<file path="config.mk">
export PLATFORM = sky130hd
export DESIGN_NAME = uart_rx_frame
export DESIGN_NICKNAME = d
export VERILOG_FILES = /design/src/rtl/uart_rx_frame_pkg.sv /design/src/rtl/uart_rx_frame_flex_counter.sv /design/src/rtl/uart_rx_frame.sv
export SDC_FILE = /design/constraint.sdc
export NUM_CORES = 1
export LEC_CHECK = 0
export BUFFER_PORTS_ARGS = -buffer_cell sky130_fd_sc_hd__buf_2
export CAP_MARGIN = 30
export CORE_ASPECT_RATIO = 1.25
export CORE_MARGIN = 2
export CORE_UTILIZATION = 51
export CTS_BUF_LIST = sky130_fd_sc_hd__clkbuf_8 sky130_fd_sc_hd__clkbuf_16
export DETAILED_ROUTE_END_ITERATION = 16
export PLACE_DENSITY_LB_ADDON = 0.2
export SLEW_MARGIN = 20
export SYNTH_ARGS = -nofsm -noshare
export SYNTH_HDL_FRONTEND = slang
export SYNTH_SLANG_ARGS = --single-unit
export TNS_END_PERCENT = 30
</file>
<file path="constraint.sdc">
create_clock -name clk -period 1.6 [get_ports clk]
set_input_delay 0.48 -clock clk [delete_from_list [all_inputs] [get_ports clk]]
set_output_delay 0.48 -clock clk [all_outputs]
set_load 0.02 [all_outputs]
</file>
<file path="src/rtl/uart_rx_frame_pkg.sv">
// Shared types and constants for the UART receive front end.
package uart_rx_pkg;

    // Width of the bit index counter; holds DATA_BITS up to 8 without wrapping.
    localparam int BIT_CNT_W = 4;

    // Idle level of the serial line, used as the synchronizer reset value.
    localparam logic SYNC_RESET_VAL = 1'b1;

    typedef enum logic [2:0] {
        IDLE,
        START_CHK,
        RECV,
        STOP_CHK,
        STORE
    } rx_state_e;

endpackage

</file>
<file path="src/rtl/uart_rx_frame_flex_counter.sv">
// Team flex_counter: clearable up-counter that wraps from rollover_val back to 1
// and raises rollover_flag while the count equals rollover_val.
module flex_counter #(
    parameter int NUM_CNT_BITS = 4
) (
    input  logic                    clk,
    input  logic                    n_rst,
    input  logic                    clear,
    input  logic                    count_enable,
    input  logic [NUM_CNT_BITS-1:0] rollover_val,
    output logic [NUM_CNT_BITS-1:0] count_out,
    output logic                    rollover_flag
);

    logic [NUM_CNT_BITS-1:0] count_q, count_d;
    logic                    flag_q, flag_d;

    // Next count: clear has priority, otherwise step and wrap to 1 after rollover_val.
    always_comb begin
        count_d = count_q;
        flag_d  = flag_q;
        if (clear) begin
            count_d = '0;
            flag_d  = 1'b0;
        end else if (count_enable) begin
            if (count_q == rollover_val) begin
                count_d = NUM_CNT_BITS'(1);
            end else begin
                count_d = count_q + NUM_CNT_BITS'(1);
            end
            flag_d = (count_d == rollover_val);
        end
    end

    // Count and flag registers.
    always_ff @(posedge clk or negedge n_rst) begin
        if (!n_rst) begin
            count_q <= '0;
            flag_q  <= 1'b0;
        end else begin
            count_q <= count_d;
            flag_q  <= flag_d;
        end
    end

    assign count_out     = count_q;
    assign rollover_flag = flag_q;

endmodule

</file>
<file path="src/rtl/uart_rx_frame.sv">
// uart_rx_frame: oversampling UART receiver. Synchronizes the serial line, validates
// the start bit at mid-bit, shifts in DATA_BITS LSB-first, checks the stop bit and
// presents the byte on a level-held ready/read handshake.
module uart_rx_frame
    import uart_rx_pkg::*;
#(
    parameter int CLKS_PER_BIT = 10,
    parameter int DATA_BITS    = 8
) (
    input  logic                 clk,
    input  logic                 n_rst,
    input  logic                 serial_in,
    input  logic                 data_read,
    output logic [DATA_BITS-1:0] rx_data,
    output logic                 data_ready,
    output logic                 overrun_error,
    output logic                 framing_error
);

    localparam int TIMER_W = $clog2(CLKS_PER_BIT) + 1;

    // The timer restarts from 0 on every state entry and every sample, so a sample
    // falls on the last count of each window and the rollover value is never reached.
    localparam logic [TIMER_W-1:0]   TIMER_ROLL = TIMER_W'(CLKS_PER_BIT);
    localparam logic [TIMER_W-1:0]   HALF_LAST  = TIMER_W'(CLKS_PER_BIT / 2 - 1);
    localparam logic [TIMER_W-1:0]   FULL_LAST  = TIMER_W'(CLKS_PER_BIT - 1);
    localparam logic [BIT_CNT_W-1:0] BIT_ROLL   = BIT_CNT_W'(DATA_BITS);
    localparam logic [BIT_CNT_W-1:0] LAST_BIT   = BIT_CNT_W'(DATA_BITS - 1);

    logic sync1_q, sync2_q, sync_prev_q;
    logic sync, start_edge;

    rx_state_e state_q, state_d;

    logic [TIMER_W-1:0]   timer_cnt;
    logic [BIT_CNT_W-1:0] bit_cnt;
    logic                 timer_clear, timer_en;
    logic                 bit_clear, bit_en;
    logic                 timer_roll_unused, bit_roll_unused;

    logic sample_strobe, store_now, frame_bad;

    logic [DATA_BITS-1:0] shift_q, shift_d;
    logic [DATA_BITS-1:0] rx_data_q, rx_data_d;
    logic                 ready_q, ready_d;
    logic                 overrun_q, overrun_d;
    logic                 framing_q, framing_d;

    // Two-flop synchronizer plus one history flop for falling-edge detection.
    always_ff @(posedge clk or negedge n_rst) begin
        if (!n_rst) begin
            sync1_q     <= SYNC_RESET_VAL;
            sync2_q     <= SYNC_RESET_VAL;
            sync_prev_q <= SYNC_RESET_VAL;
        end else begin
            sync1_q     <= serial_in;
            sync2_q     <= sync1_q;
            sync_prev_q <= sync2_q;
        end
    end

    assign sync       = sync2_q;
    assign start_edge = sync_prev_q & ~sync2_q;

    // Sample at mid start bit, then once per full bit period for data and stop bits.
    always_comb begin
        sample_strobe = 1'b0;
        case (state_q)
            START_CHK:      sample_strobe = (timer_cnt == HALF_LAST);
            RECV, STOP_CHK: sample_strobe = (timer_cnt == FULL_LAST);
            default:        sample_strobe = 1'b0;
        endcase
    end

    // Frame sequencing; STORE is a one-cycle guard before a new start edge is accepted.
    always_comb begin
        state_d = state_q;
        case (state_q)
            IDLE: begin
                if (start_edge) state_d = START_CHK;
            end
            START_CHK: begin
                if (sample_strobe) state_d = sync ? IDLE : RECV;
            end
            RECV: begin
                if (sample_strobe && (bit_cnt == LAST_BIT)) state_d = STOP_CHK;
            end
            STOP_CHK: begin
                if (sample_strobe) state_d = sync ? STORE : IDLE;
            end
            STORE: begin
                state_d = IDLE;
            end
            default: begin
                state_d = IDLE;
            end
        endcase
    end

    // The timer is held cleared in IDLE, so it starts fresh from the start edge.
    assign timer_en    = (state_q != IDLE);
    assign timer_clear = (state_q == IDLE) | (state_d != state_q) | sample_strobe;
    assign bit_clear   = (state_q == START_CHK) & sample_strobe & ~sync;
    assign bit_en      = (state_q == RECV) & sample_strobe;
    assign store_now   = (state_q == STOP_CHK) & sample_strobe & sync;
    assign frame_bad   = (state_q == STOP_CHK) & sample_strobe & ~sync;

    flex_counter #(
        .NUM_CNT_BITS(TIMER_W)
    ) u_bit_timer (
        .clk          (clk),
        .n_rst        (n_rst),
        .clear        (timer_clear),
        .count_enable (timer_en),
        .rollover_val (TIMER_ROLL),
        .count_out    (timer_cnt),
        .rollover_flag(timer_roll_unused)
    );

    flex_counter #(
        .NUM_CNT_BITS(BIT_CNT_W)
    ) u_bit_index (
        .clk          (clk),
        .n_rst        (n_rst),
        .clear        (bit_clear),
        .count_enable (bit_en),
        .rollover_val (BIT_ROLL),
        .count_out    (bit_cnt),
        .rollover_flag(bit_roll_unused)
    );

    // Shift register and output handshake; the byte is committed on the edge that
    // enters STORE, and a coincident data_read loses to the new byte.
    always_comb begin
        shift_d   = shift_q;
        rx_data_d = rx_data_q;
        ready_d   = ready_q;
        overrun_d = overrun_q;
        framing_d = framing_q;

        if (bit_en) begin
            shift_d = {sync, shift_q[DATA_BITS-1:1]};
        end

        if (store_now) begin
            rx_data_d = shift_q;
            ready_d   = 1'b1;
            overrun_d = data_read ? 1'b0 : (overrun_q | ready_q);
        end else if (data_read && ready_q) begin
            ready_d   = 1'b0;
            overrun_d = 1'b0;
        end

        if ((state_q == IDLE) && start_edge) begin
            framing_d = 1'b0;
        end else if (frame_bad) begin
            framing_d = 1'b1;
        end
    end

    // State and datapath registers; reset discards any partial frame.
    always_ff @(posedge clk or negedge n_rst) begin
        if (!n_rst) begin
            state_q   <= IDLE;
            shift_q   <= '0;
            rx_data_q <= '0;
            ready_q   <= 1'b0;
            overrun_q <= 1'b0;
            framing_q <= 1'b0;
        end else begin
            state_q   <= state_d;
            shift_q   <= shift_d;
            rx_data_q <= rx_data_d;
            ready_q   <= ready_d;
            overrun_q <= overrun_d;
            framing_q <= framing_d;
        end
    end

    assign rx_data       = rx_data_q;
    assign data_ready    = ready_q;
    assign overrun_error = overrun_q;
    assign framing_error = framing_q;

endmodule
</file>
; Word level (Yosys, flattened, before mapping)
; Index checks and enable logic that the tools add are counted.
; Widths: inputs -> output; s select.
[classes]
mux = 20
bitwise_logic = 11
reduce_logical = 10
eq_ne = 9
add_sub_neg = 2
[op_table]
columns = operator, count
row1 = $mux 3, 5
row2 = $mux 5, 3
row3 = $mux 4, 3
row4 = $pmux 3 s4, 1
row5 = $eq 5x4->1 const B, 2
row6 = $reduce_bool 2->1, 4
row7 = $and 1x1->1, 7
row8 = $eq 3x2->1 const B, 2
row9 = $mux 1, 6
row10 = $add 5x1->5 const B, 1
row11 = $eq 5x3->1 const B, 1
row12 = $add 4x1->4 const B, 1
row13 = $eq 4x3->1 const B, 1
row14 = $eq 4x4->1 const B, 1
row15 = $eq 3x1->1 const B, 1
row16 = $logic_and 1x1->1, 3
row17 = $logic_not 3->1, 1
row18 = $ne 3x3->1, 1
row19 = $or 1x1->1, 3
row20 = $reduce_bool 3->1, 1
row21 = $mux 2, 1
row22 = $pmux 1 s2, 1
row23 = $reduce_or 2->1, 1
row24 = $not 1->1, 1
[totals]
regBits = 34
word_cells = 63

; Depth between registers and ports, before layout
; Gate-level depths: netlist of the first run.
[logic_depth]
depth_word = 10
ltp_mapped = 6

; Hierarchy
; A second synthesis of the first run with hierarchy kept.
[hier_totals]
hier_cells = 217
area_unflattened_um2 = 2140.8
[modules_own_cells]
columns = module, seq_area_each_um2, instances, cells_each, area_each_um2
row1 = uart_rx_frame, 629.4, 1, 96, 1131.1
row2 = flex_counter (u_bit_timer), 150.1, 1, 69, 554.3
row3 = flex_counter (u_bit_index), 125.1, 1, 52, 455.4

; Least setup slack after synthesis of the first run
; Ideal clock, no wire load.
[synth_timing]
path_kind = register to register
start = reg sync2_q (netlist: sync)
end = reg rx_data_q[1] (netlist: rx_data[1])
synth_period_minus_slack_ns = 1.588
slack_ns = 0.012
stages_incl_launch_ff = 5
arrival_ns = 1.463
required_ns = 1.475
cell_sequence = dfstp_2 > nor4bb_1 > and3_2 > buf_4 > mux2_2
[synth_via]
elab_chain_len = 1
[synth_lines]
columns = element, line
row1 = from (decl), uart_rx_frame.sv:30  ; logic sync1_q, sync2_q, sync_prev_q;
row2 = from (signal assigned), uart_rx_frame.sv:57  ; sync2_q <= sync1_q;
row3 = $and 1x1->1, uart_rx_frame.sv:105  ; assign store_now = (state_q == STOP_CHK) & sample_strobe & sync;
row4 = to (signal assigned), uart_rx_frame.sv:173  ; rx_data_q <= rx_data_d;
row5 = to (decl), uart_rx_frame.sv:44  ; logic [DATA_BITS-1:0] rx_data_q, rx_data_d;
; Every way passes these cells.
; A chain may end at the register's enable or synchronous reset.

; Final worst setup path of the first run
; Ends and elaborated chain as after synthesis.

==> results.json, run 1 <==
{
  "rsz0062_at_grt": "true",
  "cts_tree": "done",
  "worst_r2r_startpoint": "sync",
  "grt_usage": 0.215,
  "nNetsFinal": 165,
  "core_mm2": 0.00289,
  "initial_core_util": 0.525,
  "holdBufCountCts": 0,
  "cts_buffers": 5,
  "worstSetupPathType": "reg -> reg",
  "placedCellCount": 186,
  "final_area_mm2": 0.00188,
  "final_cells": 194,
  "first_pass_iters": 4,
  "io_buffer_count": 14,
  "setup_viol_count_final": 0,
  "cts_buffer_depth": 2,
  "cts-root-buf": "clkbuf_8",
  "diodes": 0,
  "p_per_area_mw_per_mm2": 1340,
  "outcome": "completed",
  "hpwl_um": 2240,
  "finalPower_w": 0.00252,
  "rows": 22,
  "die_w_um": 52.8,
  "hp-class": "in -> async",
  "grt_start_max_net_pins": 21,
  "start_kind": "register",
  "synth_top_area_cell": "dfrtp_1",
  "placed_area_mm2": 0.00173,
  "final_core_util": 0.652,
  "tns_ns": 0,
  "syn_inst": 124,
  "fillers": 227,
  "cap_violations": 0,
  "critPathMaxStageDelay_ns": 0.53,
  "r2r-end": "rx_data[1]",
  "max_freq_mhz": 637,
  "cp_num_buf_inv": 0,
  "drt-initial-drc-count": 33,
  "gp_congestion": 0.905,
  "worstPathCellList": "nor4bb_2 -> and3_4 -> mux2_2",
  "cp_slowest_cell": "dfstp_2",
  "synth_seq_cells": 34,
  "io_pins": 15,
  "seq_area_um2": 855,
  "die_y_um": 65.0,
  "cts_setup_buffers": 0,
  "slew_viol_final": 0,
  "setup.worst_path.end_class": "register",
  "startpoint": "sync",
  "via_per_inst": 5.67,
  "antenna_found_initial": 0,
  "syn_nets": 132,
  "timing.final.crit_share": 0.982,
  "cp.arrival_ns": 1.74,
  "path_clk_slew_ns": 0.07,
  "mostFrequentLayoutCell": "dfrtp_1",
  "cp.required_ns": 1.77,
  "cp_num_cells": 3,
  "p_leak_nw": 0.939,
  "syn_avg_cell_area_um2": 12.2,
  "critPathMaxFanout": 10,
  "ys_types": 37,
  "r2r_slack_ns": 0.03,
  "wirelength_um": 2950,
  "area_growth_pct": 24.1,
  "seq_area_frac_synth": 0.563,
  "vias": 1100,
  "final_cell_mix": "31 x dfrtp_1, 16 x mux2_2, 14 x buf_2, 14 x buf_4, 9 x nor2_1",
  "htreeDepth": 2,
  "grt_pass1_wl_um": 5300,
  "tightest_slew_ns": 0.438,
  "grt_pass1_vias": 1176,
  "clkSinkCount": 34,
  "synth_area_leaders": "dfrtp_1 51%, mux2_2 12%, dfstp_2 5.2%",
  "critPathTopFamily": "simple AND/OR/NAND/NOR gates",
  "fin_worst_skew_ns": 0.00406,
  "drc_errors": 0,
  "wl_per_cell_um": 15.2,
  "drive_gt1_frac": 0.411,
  "synth_area_mm2": 0.00152,
  "reg2regPathDepth": 3,
  "slew_headroom": 0.708,
  "synth_top_area_frac": 0.511,
  "hold_violations": 0,
  "multi_input_area_um2": 677,
  "yosys_warnings": 0,
  "period_needed_ns": 1.57,
  "clock_latency_ns": 0.28,
  "grt-ovfl-total": 0,
  "die_area_mm2": 0.00343,
  "ant_nets": 0,
  "vdd_ir_drop_max_v": 0.00102
}
-- how the worst max path moves through the flow --
| stage | slack [ns] | to |
|---|---|---|
| CTS | -0.005 | u_bit_timer.count_out[0] |
| floorplan | 0.01 | rx_data[1] |
| global route | -0.07 | rx_data[1] |
| detailed placement | -0.10 | u_bit_timer.count_out[0] |
| global placement | -0.005 | rx_data[0] |
| finish | 0.03 | rx_data[1] |
-- metal layers --
| layer | vias to the layer above | share of wire | wire length, µm | GRT usage |
|---|---|---|---|---|
| met5 | - | 0 | 0 | 0 |
| met1 | 542 | 0.39 | 1160 | 0.253 |
| met3 | 11 | 0.044 | 131 | 0.0553 |
| met4 | 0 | 0.025 | 74 | 0.0929 |
| li1 | 516 | - | - | - |
| met2 | 31 | 0.54 | 1580 | 0.363 |
-- what timing repair did --
item | 4_1_cts | 5_1_grt
cloned | 0 | 0
gates resized for setup | 2 | 6
pin swaps | 2 | 0
setup endpoints to repair | 9 | 23
-- logic make-up (layout without fill, tap and decap cells) --
kind of cell,after synthesis,in the layout,share of synthesized area
adders and majority gates,4,4,0.0330
DFF,34,34,0.563
AOI/OAI and AO/OA,22,22,0.101
and+or+nand+nor,36,36,0.135
muxes,19,19,0.138
xor gates and xnor gates,1,1,0.00577
buffers and inverters,8,42,0.0231
-- per-stage QoR --
step           hold slack [ns]  setup slack (ns)
6_report                 0.128            0.0295
5_1_grt                  0.150           -0.0680
4_1_cts                  0.131          -0.00528
3_5_place_dp             0.348            -0.103
3_3_place_gp             0.348          -0.00453
2_1_floorplan            0.184            0.0123
-- cell type report --
class,instances,share of cell area
multi-input combinational,82,0.359
clock buffer,5,0.0365
inverter,6,0.0120
clock inverter,3,0.0213
timing repair buffer,28,0.0930
sequential,34,0.454
tap,36,0.0239
-- registers in the layout, indices dropped and copies added, names as in the netlist --
register,flops
data_ready,1
u_bit_index.count_out,4
framing_error,1
state_q,3
sync_prev_q,1
overrun_error,1
u_bit_timer.count_out,5
rx_data,8
sync,1
shift_q,8
sync1_q,1
-- report_power, final --
part	switching, W	internal (W)
sequential	0.0000747	0.000952
combinational	0.000406	0.000318
clock	0.000309	0.000458
total	0.000790	0.00173
-- cells in the mapped netlist, drive strengths merged --
cell     number
and4bb        1
or3           4
and3          1
dfrtp        31
a311oi        1
nor4b         1
dfstp         3
a211oi        1
nand2b        3
a21boi        1
nor3          4
nand2         6
nand3         2
a2111oi       1
mux2         16
nor2          9
a31oi         1
o21ai         4
buf           2
mux2i         3
inv           6
ha            4
nor3b         1
o31ai         1
o31a          1
a32oi         1
o21bai        2
xor2          1
nand4         1
nor4bb        1
and2b         1
and2          1
o41ai         1
a21oi         5
o22ai         2
(Power assumes the default switching activity.)
==> inputs of run 2 (changes only) <==
Settings changed: ABC_AREA set to 1, CORE_UTILIZATION 51 to 52, PLACE_DENSITY set to 0.83, PLACE_DENSITY_LB_ADDON 0.2 to unset.
==> run 2 against run 1 <==
Compared with the run above: clock skew rose by 0.0041 ns; largest cell class unchanged; cell count increased by 18%; critical endpoint is now overrun_error; register-to-register slack gained 0.10 ns; largest power group unchanged.
==> results.json, run 2 <==
{
  "vdd_ir_drop_max_v": 0.000921,
  "drc_errors": 0,
  "rows": 22,
  "critPathMaxStageDelay_ns": 0.40,
  "cts_buffer_depth": 2,
  "slew_viol_final": 0,
  "grt_pass1_vias": 1139,
  "syn_nets": 175,
  "core_mm2": 0.00292,
  "crit_path_frequent_cell": "nor2_1",
  "setup_viol_count_final": 0,
  "cts_tree": "done",
  "cp_slowest_cell": "dfrtp_1",
  "tns_ns": 0,
  "cts-root-buf": "clkbuf_8",
  "path_clk_slew_ns": 0.07,
  "hold_violations": 0,
  "grt_usage": 0.194,
  "period_needed_ns": 1.47,
  "first_pass_iters": 4,
  "synth_seq_cells": 34,
  "synth_ff_type": "dfrtp_1",
  "ys_async_sr_fraction": 1.00,
  "seq_area_frac_synth": 0.542,
  "syn_inst": 167,
  "mostFrequentLayoutCell": "dfrtp_1",
  "synth_edf_count": 0,
  "hpwl_um": 2020,
  "rsz0062_at_grt": "false",
  "synth_commonest_cells": "31 x dfrtp_1, 25 x inv_1, 25 x nor2_1",
  "synth_top_area_cell": "dfrtp_1",
  "critPathMaxFanout": 19,
  "wirelength_um": 2840,
  "vias": 1147,
  "syn_avg_cell_area_um2": 9.43,
  "cp_num_buf_inv": 2,
  "clock_latency_ns": 0.29,
  "gp_congestion": 0.918,
  "cap_violations": 0,
  "synth.most_common_cell": "dfrtp_1",
  "nNetsFinal": 199,
  "hp-class": "in -> async",
  "via_per_inst": 5.03,
  "outcome": "completed",
  "final_cell_mix": "31 x dfrtp_1, 25 x inv_1, 25 x nor2_1",
  "ys_types": 27,
  "synth_area_mm2": 0.00158,
  "ant_nets": 0,
  "tightest_slew_ns": 0.392,
  "final_core_util": 0.630,
  "initial_core_util": 0.540,
  "antenna_found_initial": 0,
  "slew_headroom": 0.739,
  "synth_area_leaders": "dfrtp_1 49%, inv_1 6.0%, nor2_1 6.0%",
  "synth_top_area_frac": 0.492,
  "cp.arrival_ns": 1.65,
  "die_area_mm2": 0.00349,
  "yosys_warnings": 0,
  "die_w_um": 53.2,
  "p_per_area_mw_per_mm2": 1590,
  "io_pins": 15,
  "grt_start_max_net_pins": 20,
  "grt-ovfl-total": 0,
  "grt_pass1_wl_um": 4770,
  "drt-initial-drc-count": 29,
  "critPathTopFamily": "simple AND/OR/NAND/NOR gates",
  "worstPathCellList": "inv_1 -> nor2_1 -> nand3_1 -> nand2_4 -> nand4_4 -> buf_12 -> a21oi_1 -> nor2_1",
  "drive_gt1_frac": 0.276,
  "clkSinkCount": 34,
  "io_buffer_count": 14,
  "worstSetupPathType": "reg -> reg",
  "holdBufCountCts": 0,
  "p_leak_nw": 0.922,
  "die_y_um": 65.5,
  "setup.worst_path.end_class": "register",
  "cp.required_ns": 1.78,
  "max_freq_mhz": 682,
  "area_growth_pct": 16.8,
  "fin_worst_skew_ns": 0.00818,
  "finalPower_w": 0.00292,
  "wl_per_cell_um": 12.5,
  "start_kind": "register",
  "diodes": 0,
  "cts_buffers": 5,
  "htreeDepth": 2,
  "timing.final.crit_share": 0.916
}
[run 2: changes by cell type in the layout (fill, tap and decap cells not counted), moves of 4 or more]
cell	before	now
inv_1	6	25
mux2_2	16	0
nor2_1	9	25
buf_4	14	3
nand2_1	6	17
a21oi_2	0	8
o21ai_1	0	7
inv_2	0	4
nand3_1	2	6
nor2_2	0	4
[run 2: what timing repair did]
| item | 4_1_cts | 5_1_grt |
|---|---|---|
| endpoints found under the hold margin | 0 | 0 |
| setup endpoints to repair | 0 | 9 |
| gates resized for setup | 0 | 0 |
| setup buffers | 0 | 1 |
[run 2: cells by family after synthesis]
kind of cell | share of synthesized area
adder cells (fa/ha/maj) | 0.0318
XOR/XNOR | 0.0222
buffers and inverters | 0.0834
AND/OR/NAND/NOR | 0.210
AO/OA/AOI/OAI | 0.110
flip-flops | 0.542
[run 2: metal layers]
layer | vias to the layer above | routed length (µm) | share of wire | GRT usage
met3 | 8 | 121 | 0.043 | 0.0614
met2 | 23 | 1500 | 0.53 | 0.324
met5 | - | 0 | 0 | 0
li1 | 570 | - | - | -
met1 | 546 | 1140 | 0.40 | 0.217
met4 | 0 | 74 | 0.026 | 0.0962
[run 2: report_power, final]
group | switching, W | internal, W | total, W
clock network | 0.000304 | 0.000458 | 0.000761
registers | 0.000184 | 0.00109 | 0.00128
logic | 0.000560 | 0.000317 | 0.000878
total | 0.00105 | 0.00187 | 0.00292
[run 2: final timing paths]
path | from | to | slack, ns | depth (start not counted)
min reg2reg | sync1_q | sync | 0.36 | 0
max | state_q[1] | overrun_error | 0.13 | 8
max reg2reg | state_q[1] | overrun_error | 0.13 | 8
min in group clk | serial_in | sync1_q | 0.29 | 1
max in group asynchronous | n_rst | rx_data[0] | 1.03 | 2
min | n_rst | shift_q[7] | 0.10 | 1
[run 2: cell type report]
type / instances / area, µm²
inverter: 29 / 109
clock buffer: 5 / 68.8
tap: 36 / 45.0
clock inverter: 3 / 40.0
fill: 246 / 1080
multi-input combinational: 102 / 589
sequential: 34 / 855
timing repair buffer: 19 / 133
[run 2: per-stage QoR]
stage / worst slack, ns / std cells / area (µm²) / hold slack (ns)
2_1_floorplan: 0.279 / 167 / 1580 / 0.184
3_3_place_gp: 0.0817 / 219 / 1710 / 0.347
3_5_place_dp: 0.0404 / 219 / 1710 / 0.354
4_1_cts: 0.00124 / 227 / 1820 / 0.112
5_1_grt: 0.000638 / 228 / 1840 / 0.126
6_report: 0.134 / 228 / 1840 / 0.103
